--- src/rtl/cdb_arbiter.sv ---
`default_nettype none
// ============================================================================
// Module   : cdb_arbiter
// Purpose  : Round-robin common-data-bus arbiter; registers one winning
//            result per cycle onto the broadcast triple (BCEN/BClabel/BCdata).
// Revision : 1.0 - initial release
// ============================================================================
module cdb_arbiter #(
    parameter int NUM_REQ = 4,
    parameter int LABEL_W = 5,
    parameter int DATA_W  = 32
) (
    input  logic                       clk,
    input  logic                       RST,
    input  logic [NUM_REQ-1:0]         req_valid,
    input  logic [NUM_REQ*LABEL_W-1:0] req_label,
    input  logic [NUM_REQ*DATA_W-1:0]  req_data,
    output logic [NUM_REQ-1:0]         grant,
    output logic                       BCEN,
    output logic [LABEL_W-1:0]         BClabel,
    output logic [DATA_W-1:0]          BCdata,
    output logic                       bad_label,
    output logic [15:0]                bc_count
);

    localparam int c_PTR_W = (NUM_REQ > 1) ? $clog2(NUM_REQ) : 1;

    logic [c_PTR_W-1:0] r_ptr;
    logic               r_bcen;
    logic [LABEL_W-1:0] r_label;
    logic [DATA_W-1:0]  r_data;
    logic               r_bad;
    logic [15:0]        r_cnt;

    logic [LABEL_W-1:0] w_lbl [NUM_REQ];
    logic [DATA_W-1:0]  w_dat [NUM_REQ];
    logic [NUM_REQ-1:0] w_elig;
    logic [NUM_REQ-1:0] w_zero;
    logic               w_found_hi;
    logic               w_found_lo;
    logic [c_PTR_W-1:0] w_win_hi;
    logic [c_PTR_W-1:0] w_win_lo;
    logic               w_found;
    logic [c_PTR_W-1:0] w_win;
    logic [c_PTR_W-1:0] w_ptr_nxt;

    genvar gi;
    generate
        for (gi = 0; gi < NUM_REQ; gi++) begin : g_req
            assign w_lbl[gi]  = req_label[gi*LABEL_W +: LABEL_W];
            assign w_dat[gi]  = req_data[gi*DATA_W +: DATA_W];
            assign w_elig[gi] = req_valid[gi] && (w_lbl[gi] != '0);
            assign w_zero[gi] = req_valid[gi] && (w_lbl[gi] == '0);
            assign grant[gi]  = w_found && (w_win == c_PTR_W'(gi));
        end
    endgenerate

    // Rotating priority as two fixed-priority scans: lowest eligible index at
    // or above the pointer wins, otherwise wrap to the lowest eligible index.
    always_comb begin
        w_found_hi = 1'b0;
        w_found_lo = 1'b0;
        w_win_hi   = '0;
        w_win_lo   = '0;
        for (int i = NUM_REQ - 1; i >= 0; i--) begin
            if (w_elig[i] && (c_PTR_W'(i) >= r_ptr)) begin
                w_found_hi = 1'b1;
                w_win_hi   = c_PTR_W'(i);
            end
            if (w_elig[i]) begin
                w_found_lo = 1'b1;
                w_win_lo   = c_PTR_W'(i);
            end
        end
    end

    assign w_found   = w_found_hi | w_found_lo;
    assign w_win     = w_found_hi ? w_win_hi : w_win_lo;
    assign w_ptr_nxt = (w_win == c_PTR_W'(NUM_REQ - 1)) ? '0 : (w_win + c_PTR_W'(1));

    always_ff @(posedge clk or posedge RST) begin
        if (RST) begin
            r_ptr   <= '0;
            r_bcen  <= 1'b0;
            r_label <= '0;
            r_data  <= '0;
            r_bad   <= 1'b0;
            r_cnt   <= '0;
        end else begin
            r_bcen <= w_found;
            if (w_found) begin
                r_label <= w_lbl[w_win];
                r_data  <= w_dat[w_win];
                r_ptr   <= w_ptr_nxt;
                r_cnt   <= r_cnt + 16'd1;
            end
            if (|w_zero) begin
                r_bad <= 1'b1;
            end
        end
    end

    assign BCEN      = r_bcen;
    assign BClabel   = r_label;
    assign BCdata    = r_data;
    assign bad_label = r_bad;
    assign bc_count  = r_cnt;

endmodule
`default_nettype wire

--- config.mk ---
export PLATFORM = sky130hd
export DESIGN_NAME = cdb_arbiter
export DESIGN_NICKNAME = d
export VERILOG_FILES = /design/src/rtl/cdb_arbiter.sv
export SDC_FILE = /design/constraint.sdc
export NUM_CORES = 1
export LEC_CHECK = 0
export CELL_PAD_IN_SITES_DETAIL_PLACEMENT = 1
export CELL_PAD_IN_SITES_GLOBAL_PLACEMENT = 2
export CORE_AREA = 3 3 128 130
export DETAILED_ROUTE_END_ITERATION = 6
export DIE_AREA = 0 0 131 133
export GPL_TIMING_DRIVEN = 0
export HOLD_SLACK_MARGIN = 0.1
export PLACE_DENSITY_LB_ADDON = 0.1
export SYNTH_ARGS = -nofsm -noshare
export SYNTH_HDL_FRONTEND = slang
export SYNTH_SLANG_ARGS = --single-unit
--- constraint.sdc ---
create_clock -name clk -period 6 [get_ports clk]
set_input_delay 1.5 -clock clk [delete_from_list [all_inputs] [get_ports clk]]
set_output_delay 1.5 -clock clk [all_outputs]
set_load 0.01 [all_outputs]
# Yosys cells after proc, flatten, opt, wreduce, memory -nomap -nowiden
# Cells that the tools add are included.
# classes
magnitude_cmp	5
reduce_logical	26
eq_ne	3
bitwise	2
n_addsub	2
muxes	24
# ops
operator	n
binary-select mux 32 bit (select 2 bit)	1
2-to-1 mux 32 bit	2
zero test 5 bit	4
2-to-1 mux 2 bit	10
nonzero test 5 bit	4
adder 16 x 1 -> 16 bit, second input constant	1
logical AND 1 bit	16
binary-select mux 5 bit (select 2 bit)	1
2-to-1 mux 5 bit	2
2-to-1 mux 1 bit	8
equality test 2 bit, second input constant	2
>= comparator 1 x 2 -> 1 bit, first input constant	2
>= comparator 2 bit, first input constant	2
OR reduction 4 bit	1
>= comparator 3 bit, second input constant	1
inverter 2 -> 3 bit	1
adder 2 x 1 -> 2 bit, second input constant	1
equality test 2 x 1 -> 1 bit, second input constant	1
zero test 2 bit	1
bitwise OR 1 bit	1
# totals
in_bits	154
wordCells	68
output_inout_bits	59
reg_bits	57

# Longest topological paths before layout
# Gate-level depths: netlist of the first run.
# logic_depth
depth_word	12
depth_mapped	10
ltp_nobuf	9

# Least setup slack after synthesis of the first run
# Ideal clock, no wire load.
# synth_path
path_type	input-to-output
startpoint	in req_label[7]
endpoint	out grant[0]
stages	9
path_buffers	2
t_arrival_ps	3425
required_ps	4500
slack_ps	1075
cell_sequence	or4_4 o21ai_2 nand2_1 a221oi_2 buf_4 buf_6 inv_2 ha_1 and2_1
# synth_between
elab_chain_len	8
word_cells_on_any_way	15
classes_between	9 x mux; 1 x bitwise; 5 x reduce/logical
# synth_lines
element	line_no	text
from (decl)	16	input logic [NUM_REQ*LABEL_W-1:0] req_label,
nonzero test 5 bit (*)	52	assign w_elig[gi] = req_valid[gi] && (w_lbl[gi] != '0);
logical AND 1 bit (*)	52	
logical AND 1 bit	66	if (w_elig[i] && (c_PTR_W'(i) >= r_ptr)) begin
2-to-1 mux 2 bit / 2-to-1 mux 1 bit (equally long branches) (2 in series)	66	
2-to-1 mux 2 bit	78	assign w_win = w_found_hi ? w_win_hi : w_win_lo;
zero test 2 bit	54	assign grant[gi] = w_found && (w_win == c_PTR_W'(gi));
logical AND 1 bit (*)	54	
to (decl)	18	output logic [NUM_REQ-1:0] grant,
# Every way passes the cells marked *; elsewhere a longest branch is shown, timed or not.

# Worst setup path after layout of the first run
# layout_path
startpoint	in req_label[0]
endpoint	out grant[1]
# layout_between
elab_chain_len	7
word_cells_on_any_way	11
classes_between	1 x eq/ne; 5 x mux; 1 x bitwise; 4 x reduce/logical
# layout_lines
element	line_no
nonzero test 5 bit (*)	52
logical AND 1 bit (*)	52
logical AND 1 bit	66
2-to-1 mux 2 bit / 2-to-1 mux 1 bit (equally long branches)	66
2-to-1 mux 2 bit	78
equality test 2 x 1 -> 1 bit	54
logical AND 1 bit (*)	54
# Marked as above.

==> results of run 1 <==
-- layout make-up --
type,instances,area [µm²],area share (%)
clock buffer,14,274,4.44
timing repair buffer,219,2190,35.4
tap,211,264,4.28
inverter,7,26.3,0.426
buffer,19,121,1.97
multi-input combinational,234,1840,29.8
sequential,57,1430,23.1
clock inverter,2,35.0,0.568
-- cells by family after synthesis --
| kind of cell | after synthesis | synth area share (%) |
|---|---|---|
| AO/OA/AOI/OAI | 51 | 13.4 |
| XOR/XNOR | 15 | 3.89 |
| adder cells (fa/ha/maj) | 5 | 1.85 |
| buffers and inverters | 27 | 4.26 |
| flip-flops | 57 | 42.2 |
| multiplexers | 75 | 22.3 |
| AND/OR/NAND/NOR | 88 | 12.1 |
-- state kept, by name (all words and copies together) (netlist names) --
signal     cells
BCEN           1
BCdata        32
bc_count      16
r_ptr          2
bad_label      1
BClabel        5
-- through the flow --
step           hold WS [ns]  total power (W)
2_1_floorplan         0.504          0.00117
3_3_place_gp          0.462          0.00175
3_5_place_dp          0.466          0.00177
4_1_cts               0.478          0.00233
5_1_grt               0.509          0.00246
6_report              0.470          0.00230
-- power breakdown --
| part | switching [W] | internal [W] |
|---|---|---|
| registers | 0.000105 | 0.000536 |
| clock network | 0.000180 | 0.000355 |
| logic | 0.000506 | 0.000620 |
-- worst register-to-register path, stage by stage, from the launching register on --
cell and delay (ns):
dfrtp_1 0.43, o211ai_1 0.17, nand2_1 0.14, a221oi_4 0.36, buf_8 0.17, buf_4 0.22
buf_6 0.22, mux2i_1 0.23, o221ai_1 0.15
-- cell usage in the layout, fill, tap and decap left out, drive strengths merged, types with 7 or more instances in the layout --
| master | n |
|---|---|
| nand2 | 52 |
| o221ai | 37 |
| mux2i | 74 |
| clkbuf | 20 |
| xnor2 | 13 |
| dfrtp | 57 |
| inv | 7 |
| nor2 | 10 |
| buf | 20 |
| clkdlybuf4s50 | 212 |
-- worst max path at each step --
| stage | start | end | slack (ns) |
|---|---|---|---|
| floorplan | req_label[7] | grant[0] | 1.08 |
| global placement | req_label[0] | grant[3] | -0.20 |
| detailed placement | req_label[0] | grant[0] | -0.18 |
| CTS | req_label[0] | grant[0] | 0.01 |
| global route | req_label[10] | grant[3] | 0.01 |
| finish | req_label[0] | grant[1] | 0.18 |
-- routing by layer --
metal	wire length [µm]	part of all wire, %	vias up	GRT usage (%)
li1	-	-	1640	-
met1	5830	42	1694	19.4
met2	6590	48	146	26.4
met3	1230	8.9	12	4.76
met4	199	1.4	0	5.31
met5	0	0	-	0
-- timing repair --
item | CTS | global route
buffers inserted | 1 | 5
pin swaps | 0 | 3
setup endpoints to repair | 4 | 4
cloned | 0 | 0
resized for setup | 3 | 7
-- cell usage after synthesis --
cell,count,area (µm²)
inv_1,4,15.0
o21ai_2,3,26.3
a221oi_2,1,15.0
dfrtp_1,57,1430
mux2i_1,74,741
xor2_1,2,17.5
nor2_1,10,37.5
a21boi_1,1,7.51
nor3b_1,1,7.51
a21oi_1,2,10.0
and4_1,1,8.76
and3_1,1,6.26
mux2_1,1,11.3
o211ai_1,2,15.0
nand4_1,4,25.0
or4_1,4,30.0
nand3b_1,1,7.51
a221oi_4,1,26.3
buf_4,1,7.51
nor3_1,2,10.0
a21bo_1,1,10.0
buf_1,2,7.51
or4_4,1,11.3
and2_1,5,31.3
nand2_1,52,195
ha_1,5,62.6
xnor2_1,13,114
a221oi_1,1,8.76
clkbuf_1,6,22.5
buf_6,4,45.0
nand4bb_1,1,11.3
o221ai_1,37,324
inv_2,3,11.3
o21ai_1,2,10.0
buf_2,7,35.0
nand3_1,4,20.0
nand2b_1,1,6.26
==> flow_metrics.env, run 1 <==
export IMPL_ys_warn_count=0
export IMPL_r2r_start="r_ptr[1]"
export IMPL_dpl_worst_slack_ns=-0.181
export IMPL_crit_family="buffers and inverters"
export IMPL_worstPathRequired_ns=4.50
export IMPL_slowest_stage="or4_4"
export IMPL_final_cell_count_no_fill=763
export IMPL_relSlewSlack_pct=55.3
export IMPL_rsz0062_at_grt="no"
export IMPL_grt_overflow_total=0
export IMPL_grt_max_degree=31
export IMPL_gp_congestion=0.756
export IMPL_drv_cap=0
export IMPL_cts_tree="built"
export IMPL_path_depth=10
export IMPL_drive_gt1_share_pct=7.97
export IMPL_setup_ws_ns=0.178
export IMPL_synthCells=318
export IMPL_ir_drop_mv=0.149
export IMPL_cp_cell_sequence="clkdlybuf4s50_1 -> or4_4 -> o211ai_1 -> nand2_1 -> a221oi_4 -> buf_8 -> inv_2 -> ha_1 -> and2_1 -> clkdlybuf4s50_1"
export IMPL_avgSynthCellArea_um2=10.6
export IMPL_die_height_um=133
export IMPL_wirelength_mm=13.9
export IMPL_outcome="completed"
export IMPL_ant_nets=0
export IMPL_timing_rr_end="BCdata[6]"
export IMPL_reg2reg_slack_ns=3.74
export IMPL_powerDensity_nw_per_um2=373
export IMPL_dpl_instance_area_um2=5780
export IMPL_final_area_um2=6170
export IMPL_fin_crit_sh_pct=97.0
export IMPL_worstPathArrival_ns=4.32
export IMPL_clock_fmax_mhz=172
export IMPL_drc=0
export IMPL_cp_common_cell="clkdlybuf4s50_1"
export IMPL_clk_latency_ns=0.33
export IMPL_initial_core_util_pct=22.1
export IMPL_drt_iter0_drc=107
export IMPL_die_w_um=131
export IMPL_hold_viol=0
export IMPL_hold_path_startpoint="bad_label"
export IMPL_die_area_um2=17400
export IMPL_whs_endpoint="bad_label"
export IMPL_yosysUniqueCellTypes=37
export IMPL_tns_ns=0
export IMPL_cts_path_max_buffers=2
export IMPL_crit_type="in -> out"
export IMPL_leakagePower_nw=2.49
export IMPL_cts_hold_buf=0
export IMPL_crit_path_max_incr_delay_ns=0.57
export IMPL_grt_pass1_wl_mm=21.3
export IMPL_fp_coreArea_um2=15300
export IMPL_port_buffers=212
export IMPL_clock_skew_ns=0.00614
export IMPL_antenna_found_initial=0
export IMPL_via_count=3492
export IMPL_finalNetCount=706
export IMPL_viasPerCell=4.58
export IMPL_htree_levels=3
export IMPL_place_inst=742
export IMPL_n_antenna_cell=0
export IMPL_n_fill_cell=1721
export IMPL_ys_ff_latch=57
export IMPL_cts_root_buf="clkbuf_16"
export IMPL_cts_sinks=57
export IMPL_postLayoutCoreUtil_pct=40.4
export IMPL_grt_pass1_vias=3794
export IMPL_reg2reg_depth=8
export IMPL_min_path_cells=2
export IMPL_area_growth_pct=82.7
export IMPL_grt_usage_pct=15.9
export IMPL_cts_buffers=9
export IMPL_io_pins=213
export IMPL_cp_max_fo=6
export IMPL_startpoint_type="primary input"
export IMPL_drtPass1Iterations=4
export IMPL_end_kind="output pin"
export IMPL_num_rows=45
export IMPL_crit_buf_inv=4
export IMPL_synth_fp_nets=477
export IMPL_setup_violations=0
export IMPL_hpwl_mm=10.7
export IMPL_syn_cell_area_um2=3380
export IMPL_finalCriticalPeriod_ns=5.82
export IMPL_holdCritPathClass="reg -> reg"
export IMPL_wl_per_cell_um=18.2
export IMPL_clk_pin_slew_ns=0.05
export IMPL_yosysSeqAreaShare_pct=42.2
export IMPL_tightest_slew_ns=0.670
export IMPL_drv_slew=0
Note: power is estimated with default switching activity, not from simulation.
==> run 2, diff against run 1 <==
--- a/config.mk
+++ b/config.mk
@@ -7,12 +7,13 @@
 export LEC_CHECK = 0
 export CELL_PAD_IN_SITES_DETAIL_PLACEMENT = 1
 export CELL_PAD_IN_SITES_GLOBAL_PLACEMENT = 2
-export CORE_AREA = 3 3 128 130
+export CORE_AREA = 2 2 127 129
 export DETAILED_ROUTE_END_ITERATION = 6
-export DIE_AREA = 0 0 131 133
+export DIE_AREA = 0 0 129 131
 export GPL_TIMING_DRIVEN = 0
 export HOLD_SLACK_MARGIN = 0.1
 export PLACE_DENSITY_LB_ADDON = 0.1
+export SLEW_MARGIN = 20
 export SYNTH_ARGS = -nofsm -noshare
 export SYNTH_HDL_FRONTEND = slang
 export SYNTH_SLANG_ARGS = --single-unit
==> flow_metrics.env, run 2 (synthesis results as in run 1) <==
export IMPL_clock_skew_ns=0.00551
export IMPL_cp_common_cell="clkdlybuf4s50_1"
export IMPL_cts_path_max_buffers=2
export IMPL_end_kind="output pin"
export IMPL_drc=0
export IMPL_place_inst=747
export IMPL_final_common_cell="clkdlybuf4s50_1"
export IMPL_wl_per_cell_um=17.8
export IMPL_finalNetCount=705
export IMPL_drv_cap=0
export IMPL_power_w=0.00225
export IMPL_grt_max_degree=41
export IMPL_setup_ws_ns=0.185
export IMPL_outcome="completed"
export IMPL_clk_pin_slew_ns=0.05
export IMPL_cts_sinks=57
export IMPL_drtPass1Iterations=4
export IMPL_drive_gt1_share_pct=8.35
export IMPL_cp_cell_sequence="clkdlybuf4s50_1 -> or4_4 -> o211ai_1 -> nand2_1 -> a221oi_4 -> buf_6 -> inv_2 -> ha_1 -> and2_1 -> clkdlybuf4s50_1"
export IMPL_p_sw_share_pct=35.5
export IMPL_wirelength_mm=13.7
export IMPL_pwr_share_comb_pct=49.8
export IMPL_holdCritPathClass="reg -> reg"
export IMPL_drt_iter0_drc=62
export IMPL_crit_path_max_incr_delay_ns=0.58
export IMPL_ant_nets=0
export IMPL_tns_ns=0
export IMPL_fp_coreArea_um2=15600
export IMPL_ir_drop_mv=0.154
export IMPL_clk_latency_ns=0.33
export IMPL_crit_type="in -> out"
export IMPL_gp_congestion=0.717
export IMPL_die_w_um=129
export IMPL_hold_ws_ns=0.471
export IMPL_fin_crit_sh_pct=96.9
export IMPL_wl_met2_mm=6.45
export IMPL_slowest_stage="or4_4"
export IMPL_io_pins=213
export IMPL_final_cell_mix="clkdlybuf4s50_1 (212), mux2i_1 (74), dfrtp_1 (57), nand2_1 (52), o221ai_1 (37)"
export IMPL_startpoint_type="primary input"
export IMPL_hold_viol=0
export IMPL_n_fill_cell=1759
export IMPL_finalCriticalPeriod_ns=5.81
export IMPL_area_growth_pct=82.3
export IMPL_drv_slew=0
export IMPL_crit_buf_inv=4
export IMPL_leakagePower_nw=2.47
export IMPL_grt_pass1_wl_mm=20.6
export IMPL_viasPerCell=4.47
export IMPL_worstPathRequired_ns=4.50
export IMPL_final_cell_count_no_fill=767
export IMPL_port_buffers=212
export IMPL_top_layer_used="met4"
export IMPL_cts_buffers=9
export IMPL_intPower_w=0.00145
export IMPL_routedLengthMet1_mm=5.89
export IMPL_tightest_slew_ns=0.623
export IMPL_num_rows=46
export IMPL_cp_max_fo=12
export IMPL_htree_levels=3
export IMPL_n_antenna_cell=0
export IMPL_largest_reg_flops=32
export IMPL_grt_overflow_total=0
export IMPL_powerDensity_nw_per_um2=365
export IMPL_cts_root_buf="clkbuf_16"
export IMPL_seq_power_share_pct=28.6
export IMPL_dpl_worst_slack_ns=-0.203
export IMPL_crit_family="buffers and inverters"
export IMPL_relSlewSlack_pct=58.5
export IMPL_initial_core_util_pct=21.7
export IMPL_switching_power_w=0.000798
export IMPL_hpwl_mm=10.4
export IMPL_grt_pass1_vias=3689
export IMPL_die_area_um2=16900
export IMPL_grt_usage_pct=16.2
export IMPL_via_count=3431
export IMPL_die_height_um=131
export IMPL_setup_violations=0
export IMPL_worstPathArrival_ns=4.31
export IMPL_clkPwrFrac_pct=21.6
export IMPL_rsz0062_at_grt="no"
export IMPL_cts_hold_buf=0
export IMPL_clock_fmax_mhz=172
export IMPL_wl_met3_mm=1.04
export IMPL_cts_tree="built"
export IMPL_antenna_found_initial=0
run 2: repair_timing:
item	4_1_cts	5_1_grt
resized for setup	3	7
endpoints found under the hold margin	0	0
setup buffers	1	4
cloned	0	0
pin swaps	0	3
endpoints found under the setup margin	4	4
run 2: per-layer routing:
metal  vias up  GRT usage (%)
met1      1626           19.7
met2       141           26.9
met3        16           4.56
met5         -              0
li1       1648              -
met4         0           7.16
run 2: worst reg2reg max path: cells and delay by family (launching register included):
| family | cells | cell delay (ns) |
|---|---|---|
| muxes | 1 | 0.27 |
| AOI/OAI and AO/OA | 3 | 0.63 |
| DFF | 1 | 0.44 |
| and+or+nand+nor | 1 | 0.13 |
| buffers and inverters | 3 | 0.71 |
run 2: area by class of cell:
cell class              instances  area (µm²)  area share, %
clock inverters                 5        30.0          0.488
inverters                       7        28.8          0.467
clock buffers                  11         253           4.10
flip-flops and latches         57        1430           23.2
multi-input cells             234        1850           30.0
well taps                     216         270           4.39
plain buffers                  19         114           1.85
repair buffers                218        2190           35.5
run 2: metrics by stage:
stage               util [%]  instance area (µm²)
global route            39.5                 6160
CTS                     39.1                 6110
finish                  39.5                 6160
global placement        37.0                 5770
floorplan                  -                 3380
detailed placement      37.2                 5800
run 2: final timing paths:
check                             start         end  slack, ns  cells after the start
setup / recovery           req_label[0]    grant[0]       0.19                     10
hold / removal                bad_label   bad_label       0.47                      2
setup reg to reg               r_ptr[1]  BCdata[22]       3.69                      8
hold reg to reg               bad_label   bad_label       0.47                      2
max in group asynchronous           RST  BCdata[29]       4.02                      3
min in group asynchronous           RST  BCdata[10]       1.47                      2
run 2: power groups by stage:
stage	clock, W	combinational (W)	sequential (W)
after detailed placement	0	0.00112	0.000649
after floorplan	0	0.000472	0.000702
after CTS	0.000505	0.00114	0.000645
after global placement	0	0.00111	0.000638
after global routing	0.000520	0.00122	0.000666
final	0.000486	0.00112	0.000643
